--- config.mk ---
export PLATFORM = sky130hd
export DESIGN_NAME = hpi_txn_ctrl
export DESIGN_NICKNAME = d
export VERILOG_FILES = /design/src/rtl/hpi_pkg.sv /design/src/rtl/hpi_txn_ctrl.sv
export SDC_FILE = /design/constraint.sdc
export NUM_CORES = 1
export LEC_CHECK = 0
export CAP_MARGIN = 40
export CORE_ASPECT_RATIO = 1.25
export CORE_MARGIN = 10
export CORE_UTILIZATION = 43
export DETAILED_ROUTE_END_ITERATION = 8
export PLACE_DENSITY = 0.76
export REMOVE_ABC_BUFFERS = 1
export SETUP_SLACK_MARGIN = 0.4
export SYNTH_ARGS = -nofsm -noshare
export SYNTH_HDL_FRONTEND = slang
export SYNTH_SLANG_ARGS = --single-unit
--- constraint.sdc ---
create_clock -name Clk -period 2.9 [get_ports Clk]
set_clock_uncertainty 0.1 [all_clocks]
set_input_delay 0.725 -clock Clk [delete_from_list [all_inputs] [get_ports Clk]]
set_output_delay 0.725 -clock Clk [all_outputs]
set_load 0.02 [all_outputs]
--- src/rtl/hpi_pkg.sv ---
// hpi_pkg
// Shared definitions for the HPI transaction controller: the controller state
// encoding and the 2-bit HPI port numbers driven on hpi_address.
package hpi_pkg;

  typedef enum logic [2:0] {
    IDLE     = 3'd0,
    ADDR_STB = 3'd1,
    GAP      = 3'd2,
    DATA_STB = 3'd3,
    RD_WAIT  = 3'd4,
    DONE     = 3'd5
  } hpi_state_e;

  // HPI port select values
  localparam logic [1:0] HPI_DATA    = 2'd0;
  localparam logic [1:0] HPI_MAILBOX = 2'd1;
  localparam logic [1:0] HPI_ADDRESS = 2'd2;
  localparam logic [1:0] HPI_STATUS  = 2'd3;

  // Read turnaround: pad output register + pad input register = 2 cycles
  localparam logic [3:0] RD_WAIT_LOAD = 4'd1;

endpackage

--- src/rtl/hpi_txn_ctrl.sv ---
// hpi_txn_ctrl
// Turns one request (memory or direct-port, read or write) into the HPI strobe
// sequence: optional address phase on the ADDRESS port, a gap, the data phase,
// a read turnaround when reading, and a closing gap that ends with rsp_valid.
//
// Ports
//   Clk, Reset                 clock; asynchronous active-high reset
//   req_valid/req_ready        request handshake
//   req_write, req_direct      1 = write; 1 = single-phase port access
//   req_addr, req_wdata        chip address (port number in [1:0] if direct), write data
//   rsp_valid, rsp_rdata       one-cycle completion pulse; last read data
//   busy                       transaction in progress
//   hpi_address, hpi_data_out  port select and data toward the pad stage
//   hpi_data_in                read data returned by the pad stage
//   hpi_r, hpi_w, hpi_cs       active-low strobes
//   state_dbg                  current controller state (hpi_state_e encoding)
//
// Handshake: a request is taken on a rising edge where req_valid && req_ready;
// req_ready is high only while idle, and fields are captured on that edge.
//
// Every output is a flop loaded from the current state, so the pins follow the
// state register by one cycle. req_ready/busy are loaded from the idle/accept
// decision so a request can never be taken twice.
module hpi_txn_ctrl
  import hpi_pkg::*;
#(
  parameter int unsigned STROBE_CYCLES = 4,
  parameter int unsigned GAP_CYCLES    = 2
) (
  input  logic        Clk,
  input  logic        Reset,
  input  logic        req_valid,
  output logic        req_ready,
  input  logic        req_write,
  input  logic        req_direct,
  input  logic [15:0] req_addr,
  input  logic [15:0] req_wdata,
  output logic        rsp_valid,
  output logic [15:0] rsp_rdata,
  output logic        busy,
  output logic [1:0]  hpi_address,
  output logic [15:0] hpi_data_out,
  input  logic [15:0] hpi_data_in,
  output logic        hpi_r,
  output logic        hpi_w,
  output logic        hpi_cs,
  output logic [2:0]  state_dbg
);

  localparam logic [3:0] STB_LOAD = 4'(STROBE_CYCLES - 1);
  localparam logic [3:0] GAP_LOAD = 4'(GAP_CYCLES - 1);

  hpi_state_e  state, state_nxt;
  logic [3:0]  cnt, cnt_nxt;
  logic        cap_write, cap_direct;
  logic [15:0] cap_addr, cap_wdata;
  logic        accept;

  logic        cs_d, r_d, w_d, rsp_valid_d, ready_d;
  logic [1:0]  address_d;
  logic [15:0] dout_d, rdata_d;

  assign accept    = req_valid && req_ready && (state == IDLE);
  assign state_dbg = state;

  // Next state and counter; the counter is reloaded with (duration-1) on
  // every state entry and each state exits when it reaches zero.
  always_comb begin
    state_nxt = state;
    cnt_nxt   = cnt;
    unique case (state)
      IDLE: begin
        if (accept) begin
          state_nxt = req_direct ? DATA_STB : ADDR_STB;
          cnt_nxt   = STB_LOAD;
        end
      end
      ADDR_STB: begin
        if (cnt == 4'd0) begin
          state_nxt = GAP;
          cnt_nxt   = GAP_LOAD;
        end else cnt_nxt = cnt - 4'd1;
      end
      GAP: begin
        if (cnt == 4'd0) begin
          state_nxt = DATA_STB;
          cnt_nxt   = STB_LOAD;
        end else cnt_nxt = cnt - 4'd1;
      end
      DATA_STB: begin
        if (cnt == 4'd0) begin
          state_nxt = cap_write ? DONE : RD_WAIT;
          cnt_nxt   = cap_write ? GAP_LOAD : RD_WAIT_LOAD;
        end else cnt_nxt = cnt - 4'd1;
      end
      RD_WAIT: begin
        if (cnt == 4'd0) begin
          state_nxt = DONE;
          cnt_nxt   = GAP_LOAD;
        end else cnt_nxt = cnt - 4'd1;
      end
      DONE: begin
        if (cnt == 4'd0) begin
          state_nxt = IDLE;
          cnt_nxt   = 4'd0;
        end else cnt_nxt = cnt - 4'd1;
      end
      default: begin
        state_nxt = IDLE;
        cnt_nxt   = 4'd0;
      end
    endcase
  end

  // Output values for the next cycle. Address and data only change on entry
  // into a strobe phase, which keeps them stable through the strobe and the
  // cycle after release. Only ADDR_STB/DATA_STB lower cs, and a data phase
  // lowers exactly one of r/w.
  always_comb begin
    cs_d        = !(state == ADDR_STB || state == DATA_STB);
    w_d         = !(state == ADDR_STB || (state == DATA_STB && cap_write));
    r_d         = !(state == DATA_STB && !cap_write);
    address_d   = hpi_address;
    dout_d      = hpi_data_out;
    rdata_d     = rsp_rdata;
    rsp_valid_d = (state == DONE) && (cnt == 4'd0);
    ready_d     = (state == IDLE) && !accept;
    if (state == ADDR_STB) begin
      address_d = HPI_ADDRESS;
      dout_d    = cap_addr;
    end
    if (state == DATA_STB) begin
      address_d = cap_direct ? cap_addr[1:0] : HPI_DATA;
      if (cap_write) dout_d = cap_wdata;
    end
    if (state == RD_WAIT && cnt == 4'd0) rdata_d = hpi_data_in;
  end

  always_ff @(posedge Clk or posedge Reset) begin
    if (Reset) begin
      state        <= IDLE;
      cnt          <= 4'd0;
      cap_write    <= 1'b0;
      cap_direct   <= 1'b0;
      cap_addr     <= 16'd0;
      cap_wdata    <= 16'd0;
      hpi_cs       <= 1'b1;
      hpi_r        <= 1'b1;
      hpi_w        <= 1'b1;
      hpi_address  <= 2'd0;
      hpi_data_out <= 16'd0;
      rsp_valid    <= 1'b0;
      rsp_rdata    <= 16'd0;
      req_ready    <= 1'b1;
      busy         <= 1'b0;
    end else begin
      state        <= state_nxt;
      cnt          <= cnt_nxt;
      if (accept) begin
        cap_write  <= req_write;
        cap_direct <= req_direct;
        cap_addr   <= req_addr;
        cap_wdata  <= req_wdata;
      end
      hpi_cs       <= cs_d;
      hpi_r        <= r_d;
      hpi_w        <= w_d;
      hpi_address  <= address_d;
      hpi_data_out <= dout_d;
      rsp_valid    <= rsp_valid_d;
      rsp_rdata    <= rdata_d;
      req_ready    <= ready_d;
      busy         <= !ready_d;
    end
  end

endmodule

==> metrics.txt <==
# TYPE chip_impl_metric gauge
chip_impl_metric{name="worst_tran_pin_value",unit="ps"} 545
chip_impl_metric{name="leakagePower",unit="uW"} 0.00205
chip_impl_metric{name="post_cts_resize_count",unit=""} 0
chip_impl_metric{name="gp_congestion",unit=""} 0.745
chip_impl_metric{name="rows",unit=""} 36
chip_impl_metric{name="irDropWorstVdd",unit="mV"} 0.600
chip_impl_metric{name="worst_skew_pair_later_pin_latency",unit="ps"} 340
chip_impl_info{name="rsz_0062_raised_after_global_routing",value="no"} 1
chip_impl_metric{name="drc_errors",unit=""} 0
chip_impl_metric{name="final_max_slew_viol_count",unit=""} 0
chip_impl_metric{name="fin_hold_ws",unit="ps"} 392
chip_impl_metric{name="cp_max_fo",unit=""} 5
chip_impl_metric{name="ys.warnings.count",unit=""} 0
chip_impl_info{name="synth.top_cells.by_area",value="sky130_fd_sc_hd__dfrtp_1 56%, sky130_fd_sc_hd__mux2_2 13%, sky130_fd_sc_hd__mux2i_1 5.0%"} 1
chip_impl_metric{name="ctsHtreeMaxLevel",unit=""} 3
chip_impl_metric{name="dieWidth",unit="um"} 99.7
chip_impl_metric{name="grt_max_degree",unit=""} 34
chip_impl_info{name="worst-setup-path-type",value="reg2out"} 1
chip_impl_metric{name="dp.final_hpwl",unit="um"} 5470
chip_impl_metric{name="placeableCoreArea",unit="um2"} 7750
chip_impl_info{name="netlist.top_cell.by_area",value="sky130_fd_sc_hd__dfrtp_1"} 1
chip_impl_metric{name="hold_viol_final",unit=""} 0
chip_impl_info{name="tritoncts",value="done"} 1
chip_impl_info{name="yosys_most_used_dff",value="sky130_fd_sc_hd__dfrtp_1"} 1
chip_impl_metric{name="initial_antenna_violation_count",unit=""} 0
chip_impl_metric{name="asyncSetResetFlopFracSynth",unit="%"} 100
chip_impl_metric{name="first_global_vias",unit=""} 2493
chip_impl_metric{name="clock_path_buffers",unit=""} 2
chip_impl_metric{name="routed_wire_length_per_instance",unit="um"} 16.4
chip_impl_info{name="critical_path.cell_chain",value="clkdlybuf4s50_1"} 1
chip_impl_metric{name="synth-edff-count",unit=""} 0
chip_impl_metric{name="die_y",unit="um"} 120
chip_impl_metric{name="netlist_area",unit="um2"} 3410
chip_impl_info{name="critical_path.top_delay_family",value="buffers and inverters"} 1
chip_impl_info{name="worst_hold_path_type",value="reg2reg"} 1
chip_impl_metric{name="post_route_fraction_of_the_period_consumed_by_the_critical_path",unit="%"} 81.1
chip_impl_metric{name="ys_seq_elements",unit=""} 81
chip_impl_metric{name="synthDistinctLibCells",unit=""} 37
chip_impl_metric{name="finalSetupViolCount",unit=""} 0
chip_impl_metric{name="port_buffers",unit=""} 95
chip_impl_metric{name="firstDrtPassIters",unit=""} 4
chip_impl_metric{name="post_route_cells_drive_above_1_share",unit="%"} 24.6
chip_impl_metric{name="die_area",unit="um2"} 11900
chip_impl_metric{name="cts.sinks",unit=""} 81
chip_impl_metric{name="post_drt_via_cell_ratio",unit=""} 5.01
chip_impl_metric{name="dr_total_vias",unit=""} 2291
chip_impl_info{name="cts_root_buffer",value="sky130_fd_sc_hd__clkbuf_8"} 1
chip_impl_metric{name="postCtsSetupBuffers",unit=""} 0
chip_impl_metric{name="relSlewSlack",unit="%"} 63.6
chip_impl_metric{name="synth_cells",unit=""} 255
chip_impl_metric{name="gr-total-overflow",unit=""} 0
chip_impl_metric{name="max_cap_viols",unit=""} 0
chip_impl_metric{name="num-fill-cells",unit=""} 651
chip_impl_metric{name="drt.antenna.violating_nets",unit=""} 0
chip_impl_metric{name="fmax",unit="GHz"} 0.425
chip_impl_metric{name="initial_core_util",unit="%"} 44.0
chip_impl_metric{name="worst-endpoint-required",unit="ps"} 2080
chip_impl_metric{name="io-pin-count",unit=""} 96
chip_impl_metric{name="final.setup.tns",unit="ps"} 0
chip_impl_metric{name="number_of_buffers_added_to_fix_hold_violations_after_cts",unit=""} 0
chip_impl_metric{name="power_per_cell_area",unit="nW/um2"} 1110
chip_impl_metric{name="clock_pin_slew_on_the_worst_setup_and_hold_paths",unit="ps"} 80
chip_impl_metric{name="mapped_avg_cell_area",unit="um2"} 13.4
chip_impl_metric{name="fin_nets",unit=""} 410
chip_impl_metric{name="grt_use_total",unit="%"} 12.6
chip_impl_info{name="status",value="finished, final reports clean"} 1
chip_impl_info{name="type_of_origin_of_the_critical_path",value="flop"} 1
chip_impl_info{name="endpoint_kind",value="output pin"} 1
chip_impl_metric{name="cts-buffers-inserted",unit=""} 9
chip_impl_info{name="critical_path.slowest_cell",value="sky130_fd_sc_hd__clkdlybuf4s50_1"} 1
chip_impl_metric{name="n_antenna_cell",unit=""} 0
chip_impl_metric{name="detail_route.wirelength",unit="um"} 7480
chip_impl_metric{name="synth.yosys.seq_area_share",unit="%"} 59.6
chip_impl_metric{name="critical_path.max_stage_delay",unit="ps"} 620
chip_impl_metric{name="areaGrowthSynthToFinish",unit="%"} 37.6
chip_impl_metric{name="worst-path-buf-inv",unit=""} 1
chip_impl_metric{name="detail_route.iter0.violations",unit=""} 57
chip_impl_metric{name="timing.critical_path.arrival",unit="ps"} 1530
chip_impl_metric{name="post_layout_min_period",unit="ps"} 2350
chip_impl_metric{name="yosys.area.top_type_share",unit="%"} 56.5
chip_impl_metric{name="wire_length_of_the_first_global_routing_pass",unit="um"} 12200
where the power goes:
| group | internal, uW | switching, uW | total, uW | leakage [uW] |
|---|---|---|---|---|
| clock | 357 | 391 | 748 | 0.0000846 |
| sequential | 1700 | 309 | 2010 | 0.000972 |
| combinational | 1300 | 1140 | 2440 | 0.000998 |
cell usage after synthesis (2+ instances only):
master / count
sky130_fd_sc_hd__dfrtp_1: 77
sky130_fd_sc_hd__buf_2: 6
sky130_fd_sc_hd__nand3_1: 2
sky130_fd_sc_hd__inv_1: 5
sky130_fd_sc_hd__nand2b_1: 5
sky130_fd_sc_hd__nor3_1: 3
sky130_fd_sc_hd__a21o_1: 2
sky130_fd_sc_hd__o21ai_0: 4
sky130_fd_sc_hd__buf_6: 2
sky130_fd_sc_hd__o21bai_1: 2
sky130_fd_sc_hd__clkbuf_1: 8
sky130_fd_sc_hd__mux2_2: 40
sky130_fd_sc_hd__o211ai_1: 2
sky130_fd_sc_hd__nand2_1: 6
sky130_fd_sc_hd__mux2i_1: 17
sky130_fd_sc_hd__a21oi_1: 21
sky130_fd_sc_hd__mux2_4: 10
sky130_fd_sc_hd__dfstp_2: 4
sky130_fd_sc_hd__nor2_1: 21
registers in the layout, summed over array words and instances, names as in the netlist:
| name | count |
|---|---|
| cap_addr | 16 |
| cap_wdata | 16 |
| hpi_data_out | 16 |
| rsp_rdata | 16 |
| cnt | 4 |
| state_dbg | 3 |
| hpi_address | 2 |
| busy | 1 |
| cap_direct | 1 |
| cap_write | 1 |
| hpi_cs | 1 |
| hpi_r | 1 |
| hpi_w | 1 |
| req_ready | 1 |
| rsp_valid | 1 |
per-layer routing:
metal	track usage, %	routed length [um]	vias to the layer above
met1	14.0	3100	1127
met5	0	0	-
met4	4.13	75	0
met2	21.6	3890	54
li1	-	-	1103
met3	4.94	422	7
per-stage QoR:
step | utilization [%] | area (um2) | instances | worst slack, ps | total power, uW
after CTS | 60.6 | 4690 | 457 | 514 | 5280
after global routing | 60.6 | 4690 | 457 | 486 | 5560
after global placement | 58.2 | 4510 | 441 | 430 | 4430
after floorplan | - | 3330 | 239 | -271 | 3480
final | 60.6 | 4690 | 457 | 548 | 5200
after detailed placement | 58.2 | 4510 | 441 | 373 | 4510
layout by cell type, fill, tap and decap left out, drive strengths merged, types with 2 or more instances in the layout:
cell type      synthesis  routed
a21o                   2       2
a21oi                 21      21
buf                    8      12
clkbuf                 8      12
clkdlybuf4s50          0      95
clkinv                 0       2
clkinvlp               0       3
dfrtp                 77      77
dfstp                  4       4
inv                    5       4
mux2                  50      50
mux2i                 17      17
nand2                  6       6
nand2b                 5       5
nand3                  3       3
nor2                  21      21
nor3                   3       3
o211ai                 2       2
o21ai                  4       4
o21bai                 2       2
cells by family (layout without fill, tap and decap cells):
logic type / count (synthesis) / after routing / synth area share [%]
AOI/OAI and AO/OA: 40 / 40 / 7.45
xor gates and xnor gates: 1 / 1 / 0.257
buffers and inverters: 21 / 128 / 2.97
DFF: 81 / 81 / 59.6
muxes: 67 / 67 / 22.6
and+or+nand+nor: 45 / 45 / 7.15
final timing paths:
path / cells after the start / end / from / slack, ps
setup / recovery: 1 / req_ready / req_ready$_DFF_PP1_ / 550
hold / removal: 2 / hpi_address[0]$_DFFE_PP0P_ / hpi_address[0]$_DFFE_PP0P_ / 390
setup reg to reg: 5 / cap_addr[11]$_DFFE_PP0P_ / state_dbg[0]$_DFFE_PP0P_ / 780
hold reg to reg: 2 / hpi_address[0]$_DFFE_PP0P_ / hpi_address[0]$_DFFE_PP0P_ / 390
max in group asynchronous: 3 / req_ready$_DFF_PP1_ / Reset / 1420
min in group asynchronous: 2 / hpi_data_out[10]$_DFF_PP0_ / Reset / 630
area by class of cell:
cell class	instances	area [um2]	share of cell area [%]
sequential	81	2030	43.3
multi-input combinational	153	1290	27.4
timing repair buffer	107	1050	22.4
clock buffer	12	155	3.30
tap	95	119	2.53
clock inverter	4	27.5	0.586
inverter	5	20.0	0.426
Power figures use the tool's default switching activity.
